**src/rtl/otter_mc_ctrl_if.sv**
```systemverilog
// Control bundle between the OTTER multicycle sequencer and its datapath.
// Latency: none, pure signal grouping.
// Backpressure: mem_ready from the memory side stalls the sequencer.
interface otter_mc_ctrl_if;
  logic [31:0] ir;
  logic        br_eq;
  logic        br_lt;
  logic        br_ltu;
  logic        intr;
  logic        mem_ready;
  logic        mem_rden1;
  logic        mem_rden2;
  logic        mem_we2;
  logic        pc_write;
  logic [2:0]  pc_sel;
  logic        reg_write;
  logic [1:0]  rf_wr_sel;
  logic        srca_sel;
  logic [1:0]  srcb_sel;
  logic [3:0]  alu_fun;
  logic        int_taken;

  // Sequencer side: consumes instruction/branch/memory status, drives strobes.
  modport master (
    input  ir, br_eq, br_lt, br_ltu, intr, mem_ready,
    output mem_rden1, mem_rden2, mem_we2, pc_write, pc_sel, reg_write,
           rf_wr_sel, srca_sel, srcb_sel, alu_fun, int_taken
  );

  // Datapath side: mirror of the sequencer view.
  modport slave (
    output ir, br_eq, br_lt, br_ltu, intr, mem_ready,
    input  mem_rden1, mem_rden2, mem_we2, pc_write, pc_sel, reg_write,
           rf_wr_sel, srca_sel, srcb_sel, alu_fun, int_taken
  );
endinterface

```
**src/rtl/otter_mc_ctrl.sv**
```systemverilog
// Multicycle control FSM for the OTTER RV32I core (FETCH/EXEC/WB/INTR).
// Latency: ALU/jump/branch 2 cycles, loads 3, trap entry +1 (mem_ready high).
// Backpressure: mem_ready low holds FETCH, a store in EXEC, or a load in WB.
module otter_mc_ctrl #(
  parameter logic [2:0] MTVEC_SEL = 3'd4
) (
  input  logic             CLK,
  input  logic             RST_N,
  otter_mc_ctrl_if.master  bus
);

  typedef enum logic [1:0] {
    ST_FETCH = 2'd0,
    ST_EXEC  = 2'd1,
    ST_WB    = 2'd2,
    ST_INTR  = 2'd3
  } state_t;

  localparam logic [6:0] OPC_OP     = 7'h33;
  localparam logic [6:0] OPC_OPIMM  = 7'h13;
  localparam logic [6:0] OPC_LUI    = 7'h37;
  localparam logic [6:0] OPC_AUIPC  = 7'h17;
  localparam logic [6:0] OPC_JAL    = 7'h6F;
  localparam logic [6:0] OPC_JALR   = 7'h67;
  localparam logic [6:0] OPC_BRANCH = 7'h63;
  localparam logic [6:0] OPC_STORE  = 7'h23;
  localparam logic [6:0] OPC_LOAD   = 7'h03;

  state_t state_q, state_d;

  logic [6:0] opcode;
  logic [2:0] funct3;
  logic       br_taken;
  logic       done;

  logic       mem_rden1, mem_rden2, mem_we2, pc_write, reg_write;
  logic       srca_sel, int_taken;
  logic [2:0] pc_sel;
  logic [1:0] rf_wr_sel, srcb_sel;
  logic [3:0] alu_fun;

  assign opcode = bus.ir[6:0];
  assign funct3 = bus.ir[14:12];

  // State register; reset always lands in FETCH.
  always_ff @(posedge CLK) begin
    if (!RST_N) state_q <= ST_FETCH;
    else        state_q <= state_d;
  end

  // Branch condition select from funct3; 010/011 are never taken.
  always_comb begin
    br_taken = 1'b0;
    case (funct3)
      3'b000:  br_taken = bus.br_eq;
      3'b001:  br_taken = !bus.br_eq;
      3'b100:  br_taken = bus.br_lt;
      3'b101:  br_taken = !bus.br_lt;
      3'b110:  br_taken = bus.br_ltu;
      3'b111:  br_taken = !bus.br_ltu;
      default: br_taken = 1'b0;
    endcase
  end

  // Next state and all control outputs; reset low forces every output to 0.
  always_comb begin
    state_d   = state_q;
    done      = 1'b0;
    mem_rden1 = 1'b0;
    mem_rden2 = 1'b0;
    mem_we2   = 1'b0;
    pc_write  = 1'b0;
    pc_sel    = 3'd0;
    reg_write = 1'b0;
    rf_wr_sel = 2'd0;
    srca_sel  = 1'b0;
    srcb_sel  = 2'd0;
    alu_fun   = 4'd0;
    int_taken = 1'b0;
    if (RST_N) begin
      case (state_q)
        ST_FETCH: begin
          mem_rden1 = 1'b1;
          if (bus.mem_ready) state_d = ST_EXEC;
        end
        ST_EXEC: begin
          done = 1'b1;
          case (opcode)
            OPC_OP: begin
              alu_fun   = {bus.ir[30], funct3};
              rf_wr_sel = 2'd3;
              reg_write = 1'b1;
            end
            OPC_OPIMM: begin
              // ir[30] only distinguishes SRAI from SRLI; elsewhere it is immediate bits.
              srcb_sel  = 2'd1;
              alu_fun   = {(funct3 == 3'b101) & bus.ir[30], funct3};
              rf_wr_sel = 2'd3;
              reg_write = 1'b1;
            end
            OPC_LUI: begin
              srca_sel  = 1'b1;
              alu_fun   = 4'b1001;
              rf_wr_sel = 2'd3;
              reg_write = 1'b1;
            end
            OPC_AUIPC: begin
              srca_sel  = 1'b1;
              srcb_sel  = 2'd3;
              rf_wr_sel = 2'd3;
              reg_write = 1'b1;
            end
            OPC_JAL: begin
              pc_sel    = 3'd3;
              reg_write = 1'b1;
            end
            OPC_JALR: begin
              pc_sel    = 3'd1;
              reg_write = 1'b1;
            end
            OPC_BRANCH: begin
              pc_sel = br_taken ? 3'd2 : 3'd0;
            end
            OPC_STORE: begin
              srcb_sel = 2'd2;
              mem_we2  = 1'b1;
              done     = bus.mem_ready;
            end
            OPC_LOAD: begin
              srcb_sel  = 2'd1;
              mem_rden2 = 1'b1;
              done      = 1'b0;
            end
            default: ;
          endcase
          if (opcode == OPC_LOAD) begin
            state_d = ST_WB;
          end else if (done) begin
            pc_write = 1'b1;
            state_d  = bus.intr ? ST_INTR : ST_FETCH;
          end
        end
        ST_WB: begin
          srcb_sel  = 2'd1;
          mem_rden2 = 1'b1;
          if (bus.mem_ready) begin
            rf_wr_sel = 2'd2;
            reg_write = 1'b1;
            pc_write  = 1'b1;
            state_d   = bus.intr ? ST_INTR : ST_FETCH;
          end
        end
        ST_INTR: begin
          pc_write  = 1'b1;
          pc_sel    = MTVEC_SEL;
          int_taken = 1'b1;
          state_d   = ST_FETCH;
        end
        default: state_d = ST_FETCH;
      endcase
    end
  end

  assign bus.mem_rden1 = mem_rden1;
  assign bus.mem_rden2 = mem_rden2;
  assign bus.mem_we2   = mem_we2;
  assign bus.pc_write  = pc_write;
  assign bus.pc_sel    = pc_sel;
  assign bus.reg_write = reg_write;
  assign bus.rf_wr_sel = rf_wr_sel;
  assign bus.srca_sel  = srca_sel;
  assign bus.srcb_sel  = srcb_sel;
  assign bus.alu_fun   = alu_fun;
  assign bus.int_taken = int_taken;

endmodule

```
**src/flat_wrapper.sv**
```systemverilog
// flat-port wrapper written by rule: the top's interface ports become plain ports
module otter_mc_ctrl_flat 
#(
  parameter logic [2:0] MTVEC_SEL = 3'd4
)
  (CLK, RST_N, bus_ir, bus_br_eq, bus_br_lt, bus_br_ltu, bus_intr, bus_mem_ready, bus_mem_rden1, bus_mem_rden2, bus_mem_we2, bus_pc_write, bus_pc_sel, bus_reg_write, bus_rf_wr_sel, bus_srca_sel, bus_srcb_sel, bus_alu_fun, bus_int_taken);
  otter_mc_ctrl_if bus_i ();
  input  logic CLK;
  input  logic RST_N;
  input wire logic [$bits(bus_i.ir)-1:0] bus_ir;
  input wire logic [$bits(bus_i.br_eq)-1:0] bus_br_eq;
  input wire logic [$bits(bus_i.br_lt)-1:0] bus_br_lt;
  input wire logic [$bits(bus_i.br_ltu)-1:0] bus_br_ltu;
  input wire logic [$bits(bus_i.intr)-1:0] bus_intr;
  input wire logic [$bits(bus_i.mem_ready)-1:0] bus_mem_ready;
  output wire logic [$bits(bus_i.mem_rden1)-1:0] bus_mem_rden1;
  output wire logic [$bits(bus_i.mem_rden2)-1:0] bus_mem_rden2;
  output wire logic [$bits(bus_i.mem_we2)-1:0] bus_mem_we2;
  output wire logic [$bits(bus_i.pc_write)-1:0] bus_pc_write;
  output wire logic [$bits(bus_i.pc_sel)-1:0] bus_pc_sel;
  output wire logic [$bits(bus_i.reg_write)-1:0] bus_reg_write;
  output wire logic [$bits(bus_i.rf_wr_sel)-1:0] bus_rf_wr_sel;
  output wire logic [$bits(bus_i.srca_sel)-1:0] bus_srca_sel;
  output wire logic [$bits(bus_i.srcb_sel)-1:0] bus_srcb_sel;
  output wire logic [$bits(bus_i.alu_fun)-1:0] bus_alu_fun;
  output wire logic [$bits(bus_i.int_taken)-1:0] bus_int_taken;
  assign bus_i.ir = bus_ir;
  assign bus_i.br_eq = bus_br_eq;
  assign bus_i.br_lt = bus_br_lt;
  assign bus_i.br_ltu = bus_br_ltu;
  assign bus_i.intr = bus_intr;
  assign bus_i.mem_ready = bus_mem_ready;
  assign bus_mem_rden1 = bus_i.mem_rden1;
  assign bus_mem_rden2 = bus_i.mem_rden2;
  assign bus_mem_we2 = bus_i.mem_we2;
  assign bus_pc_write = bus_i.pc_write;
  assign bus_pc_sel = bus_i.pc_sel;
  assign bus_reg_write = bus_i.reg_write;
  assign bus_rf_wr_sel = bus_i.rf_wr_sel;
  assign bus_srca_sel = bus_i.srca_sel;
  assign bus_srcb_sel = bus_i.srcb_sel;
  assign bus_alu_fun = bus_i.alu_fun;
  assign bus_int_taken = bus_i.int_taken;
  otter_mc_ctrl #(.MTVEC_SEL(MTVEC_SEL)) u_core (.CLK(CLK), .RST_N(RST_N), .bus(bus_i));
endmodule
```
**config.mk**
```make
export PLATFORM = sky130hd
export DESIGN_NAME = otter_mc_ctrl_flat
export DESIGN_NICKNAME = d
export VERILOG_FILES = /design/src/rtl/otter_mc_ctrl_if.sv /design/src/rtl/otter_mc_ctrl.sv /design/src/flat_wrapper.sv
export SDC_FILE = /design/constraint.sdc
export NUM_CORES = 1
export LEC_CHECK = 0
export BUFFER_PORTS_ARGS = -buffer_cell sky130_fd_sc_hd__buf_2
export CORE_MARGIN = 2
export CORE_UTILIZATION = 36
export CTS_CLUSTER_SIZE = 24
export DETAILED_ROUTE_END_ITERATION = 7
export PLACE_DENSITY = 0.83
export SETUP_SLACK_MARGIN = 0.2
export SLEW_MARGIN = 10
export SYNTH_ARGS = -nofsm -noshare
export SYNTH_HDL_FRONTEND = slang
export SYNTH_SLANG_ARGS = --single-unit
```
**constraint.sdc**
```tcl
create_clock -name CLK -period 3.47 [get_ports CLK]
set_input_delay 0.1735 -clock CLK [delete_from_list [all_inputs] [get_ports CLK]]
set_output_delay 0.1735 -clock CLK [all_outputs]
set_load 0.05 [all_outputs]
```
Yosys cells after proc, flatten, opt, wreduce, memory -nomap -nowiden
Index checks and enable logic that the tools add are counted.

operators by class
  equal/unequal tests = 20
  mux-type cells = 45
  bitwise operators = 1
  reduce and logical (&&, ||, !) cells = 10

operators by type and width
  cell                number
  $eq 7x6->1 const B  3
  $eq 7x7->1 const B  3
  $mux 1              20
  $mux 2              10
  $eq 7x5->1 const B  2
  $eq 3x3->1 const B  4
  $pmux 4 s3          1
  $pmux 3 s3          1
  $mux 4              2
  $pmux 2 s2          2
  $pmux 2 s4          1
  $eq 7x2->1 const B  1
  $pmux 1 s2          3
  $pmux 1 s6          1
  $pmux 2 s3          1
  $pmux 3 s2          1
  $reduce_or 6->1     1
  $eq 2x2->1 const B  2
  $ne 2x2->1 const B  2
  $reduce_or 2->1     2
  $reduce_or 4->1     1
  $eq 3x1->1 const B  1
  $logic_not 1->1     3
  $logic_not 3->1     1
  7 further kinds     7

word-level totals
  flip-flop bits (word level) = 2
  input bits = 39
  output and inout port bits = 18
  word-level logic and storage cells = 77

Depth between registers and ports, before layout
  depth after elaboration = 8
  gate-level depth with buffers = 7
  depth with buffers taken out = 6

Worst setup path after synthesis
OpenSTA, ideal clock, no wires.

  path type = register to output
  start = register u_core.state_q[1]
  end = output bus_alu_fun[1]
  arrival time = 2.168 ns
  required time = 3.296 ns
  setup slack = 1.128 ns
  cell stages (with the launch flop) = 6
  buffers on the path = 1
  path through = dfxtp_1 > inv_1 > ha_1 > buf_4 > nand4_1 > nor3b_1

between the ends
  word-level cells in the longest chain between the ends = 3

ends and longest elaborated chain
  what                    line                 text
  start, declared         otter_mc_ctrl.sv:29  state_t state_q, state_d;
  start signal, assigned  otter_mc_ctrl.sv:48  else state_q <= state_d;
  $eq 2x1->1              otter_mc_ctrl.sv:81  case (state_q)
  $mux 4                  otter_mc_ctrl.sv:81
  $mux 4                  otter_mc_ctrl.sv:80  if (RST_N) begin
  end, declared           flat_wrapper.sv:25   output wire logic [$bits(bus_i.alu_fun)-1:0] bus_alu_fun;

Every way passes these cells.

Worst setup path in the final report
  start = register u_core.state_q[1]
  end = output bus_reg_write

between the ends
  word-level cells in the longest chain between the ends = 3
  elaborated cells between the ends (all ways) = 4
  classes of those cells = eq/ne: 2; mux: 2

ends and longest elaborated chain
  what                                             line                 text
  $eq 2x2->1 / $eq 2x1->1 (equally long branches)  otter_mc_ctrl.sv:81
  $pmux 1 s2 *                                     otter_mc_ctrl.sv:81
  $mux 1 *                                         otter_mc_ctrl.sv:80
  end, declared                                    flat_wrapper.sv:21   output wire logic [$bits(bus_i.reg_write)-1:0] bus_reg_write;

Every way passes the cells marked *; elsewhere a longest branch is shown, timed or not.

==> flow_summary.ini <==
[cts]
clk_pin_slew_worst_paths_ns = 0.03
cts_buffer_depth = 2
clk_latency_ns = 0.23
cts_resized = 0
htreeDepth = 1
cts_root_buf = clkbuf_4
cts_tree = done
hold_buffers = 0
clock-sinks = 2
cts_made_buffers = 3
post_cts_buffers = 0

[yosys]
syn_inst = 75
ys_seq_area_share_pct = 7.49
synth_top_cells_by_area = ha_1 14%, dfxtp_1 7.5%, o21a_1 5.6%
yosysWarningCount = 0
yosysMostFrequentCell = nor2_1
syn_nets = 120
synth_top_area_cell = ha_1
syn_area_per_cell_um2 = 7.12
ys_seq_elements = 2
synth.top_cell.area_share_pct = 14.1
synth_edf_count = 0
synth_common_cells = 7 x nor2_1, 6 x ha_1, 6 x inv_1, 5 x a21oi_1, 5 x nor3_1
synthDistinctLibCells = 30
synth_area_um2 = 534
async_flop_share_pct = 0
synth_ff_type = dfxtp_1

[final_layout]
area_growth_pct = 37.2
ff_latch_area_um2 = 40.0
top_regs = u_core.state_q x2
n_antenna_cell = 0
layout.cells.non_filler = 125
n_fill_cell = 151
largest_reg_flops = 2
nets = 157
layout-drive-gt1-share_pct = 38.2
top_register = u_core.state_q
multi_input_comb_area_um2 = 454

[placement]
place.gp.congestion = 0.798
dp_hpwl_um = 1190
numPortBuffers = 35
place_ws_ns = 1.56
place_inst = 122

[drt]
antenna_left = 0
wl_um = 1510
via_per_inst = 5.44
dr.pass1.iters = 2
drc = 0
drtIter0Drc = 5
routedWlPerCell_um = 12.1
vias = 680

[sta]
tns_ns = 0
final_hold_viol_count = 0
max_slew_margin_pct = 70.0
period_needed_ns = 2.15
drv_slew = 0
worst_pin_slew_ns = 0.447
setup_viol = 0
rsz0062_at_grt = false
min_period_over_period_pct = 62.0
fin_ws_ns = 1.32
max_freq_mhz = 465
clock_skew_ns = 0.00411

[die]
start_util_pct = 39.6
core_area_mm2 = 0.00135
die_y_um = 42.5
ioPinCount = 57
dieWidth_um = 42.5
dieArea_mm2 = 0.00181
placementRows = 13

[critical_path]
cp-start-kind = flip-flop
critPathCaptureType = primary output
worstRegToRegCells = 5
crit_required_ns = 3.30
worstSetupPathType = flip-flop to primary output
arrival_ns = 1.98
cp_max_fo = 8

[power_and_ir_drop]
p_leak_nw = 0.390
ir_drop_mv = 0.0742
pwr_density_cell_mw_per_mm2 = 214

[global_route]
gr-total-overflow = 0
grt_pass1_vias = 637
track_usage_pct = 17.5
grt_start_max_net_pins = 13
antenna_found_initial = 0
grt_pass1_wl_um = 2530

[min_path]
min_path_cells = 2
hp-class = input port to flip-flop

[status]
status = finished, final reports clean

[flow_run]
maxCapViolations = 0
-- cells in the final DEF (no fill, tap or decap), types with 4 or more instances in the layout --
master,netlist,final
nor3_1,5,5
o21a_1,4,4
nor2_1,7,7
nand2_1,4,4
ha_1,6,6
inv_1,6,6
buf_2,2,35
a21oi_1,5,5
-- power breakdown --
| group | total [mW] | switching (mW) | internal (mW) |
|---|---|---|---|
| Sequential | 0.0281 | 0.00297 | 0.0252 |
| Clock | 0.0530 | 0.0147 | 0.0383 |
| Combinational | 0.0757 | 0.0467 | 0.0290 |
| Total | 0.157 | 0.0643 | 0.0925 |
-- worst max-delay path: stages (launching register included) --
cell and delay (ns):
dfxtp_1 0.34, inv_1 0.11, ha_1 0.31, nand2_1 0.09
nor3_1 0.24, and4_1 0.28, o21a_1 0.13, buf_2 0.25
-- per-layer routing --
layer  routed length (um)  vias to the layer above  GRT usage [%]
li1                     -                      348              -
met1                  672                      306           21.1
met2                  733                       26           30.5
met3                  102                        0          0.431
met4                    0                        0           10.6
met5                    0                        -              0
-- path summary, 6_finish.rpt --
kind                             startpoint                             end  slack, ns
max          u_core.state_q[1]$_SDFFE_PN0P_                   bus_reg_write       1.32
min                           bus_mem_ready  u_core.state_q[0]$_SDFFE_PN0P_       0.28
max reg2reg  u_core.state_q[0]$_SDFFE_PN0P_  u_core.state_q[0]$_SDFFE_PN0P_       1.79
min reg2reg  u_core.state_q[1]$_SDFFE_PN0P_  u_core.state_q[1]$_SDFFE_PN0P_       0.53
-- cell type report --
| cell class | count | share of cell area (%) |
|---|---|---|
| Clock buffer | 3 | 3.07 |
| Multi-Input combinational cell | 64 | 61.9 |
| Tap cell | 15 | 2.56 |
| Sequential cell | 2 | 5.46 |
| Inverter | 6 | 3.07 |
| Timing Repair Buffer | 35 | 23.9 |
-- through the flow --
| stage | util, % | hold WS (ns) | area, um^2 | power (mW) |
|---|---|---|---|---|
| 5_1_grt | 54.3 | 0.297 | 733 | 0.170 |
| 2_1_floorplan | - | 0.337 | 534 | 0.0803 |
| 3_5_place_dp | 52.6 | 0.499 | 711 | 0.103 |
| 3_3_place_gp | 52.6 | 0.489 | 711 | 0.101 |
| 6_report | 54.3 | 0.275 | 733 | 0.157 |
| 4_1_cts | 54.3 | 0.266 | 733 | 0.160 |
-- cells by family (layout without fill, tap and decap cells) --
| logic type | after synthesis | count (layout) | share of synthesized area, % |
|---|---|---|---|
| fa+ha+maj | 6 | 6 | 14.1 |
| mux | 2 | 2 | 3.75 |
| compound gates | 19 | 19 | 25.5 |
| xor+xnor | 2 | 2 | 3.28 |
| simple gates | 35 | 35 | 38.4 |
| buf+inv | 9 | 44 | 7.49 |
| flops | 2 | 2 | 7.49 |
Power figures use the tool's default switching activity.
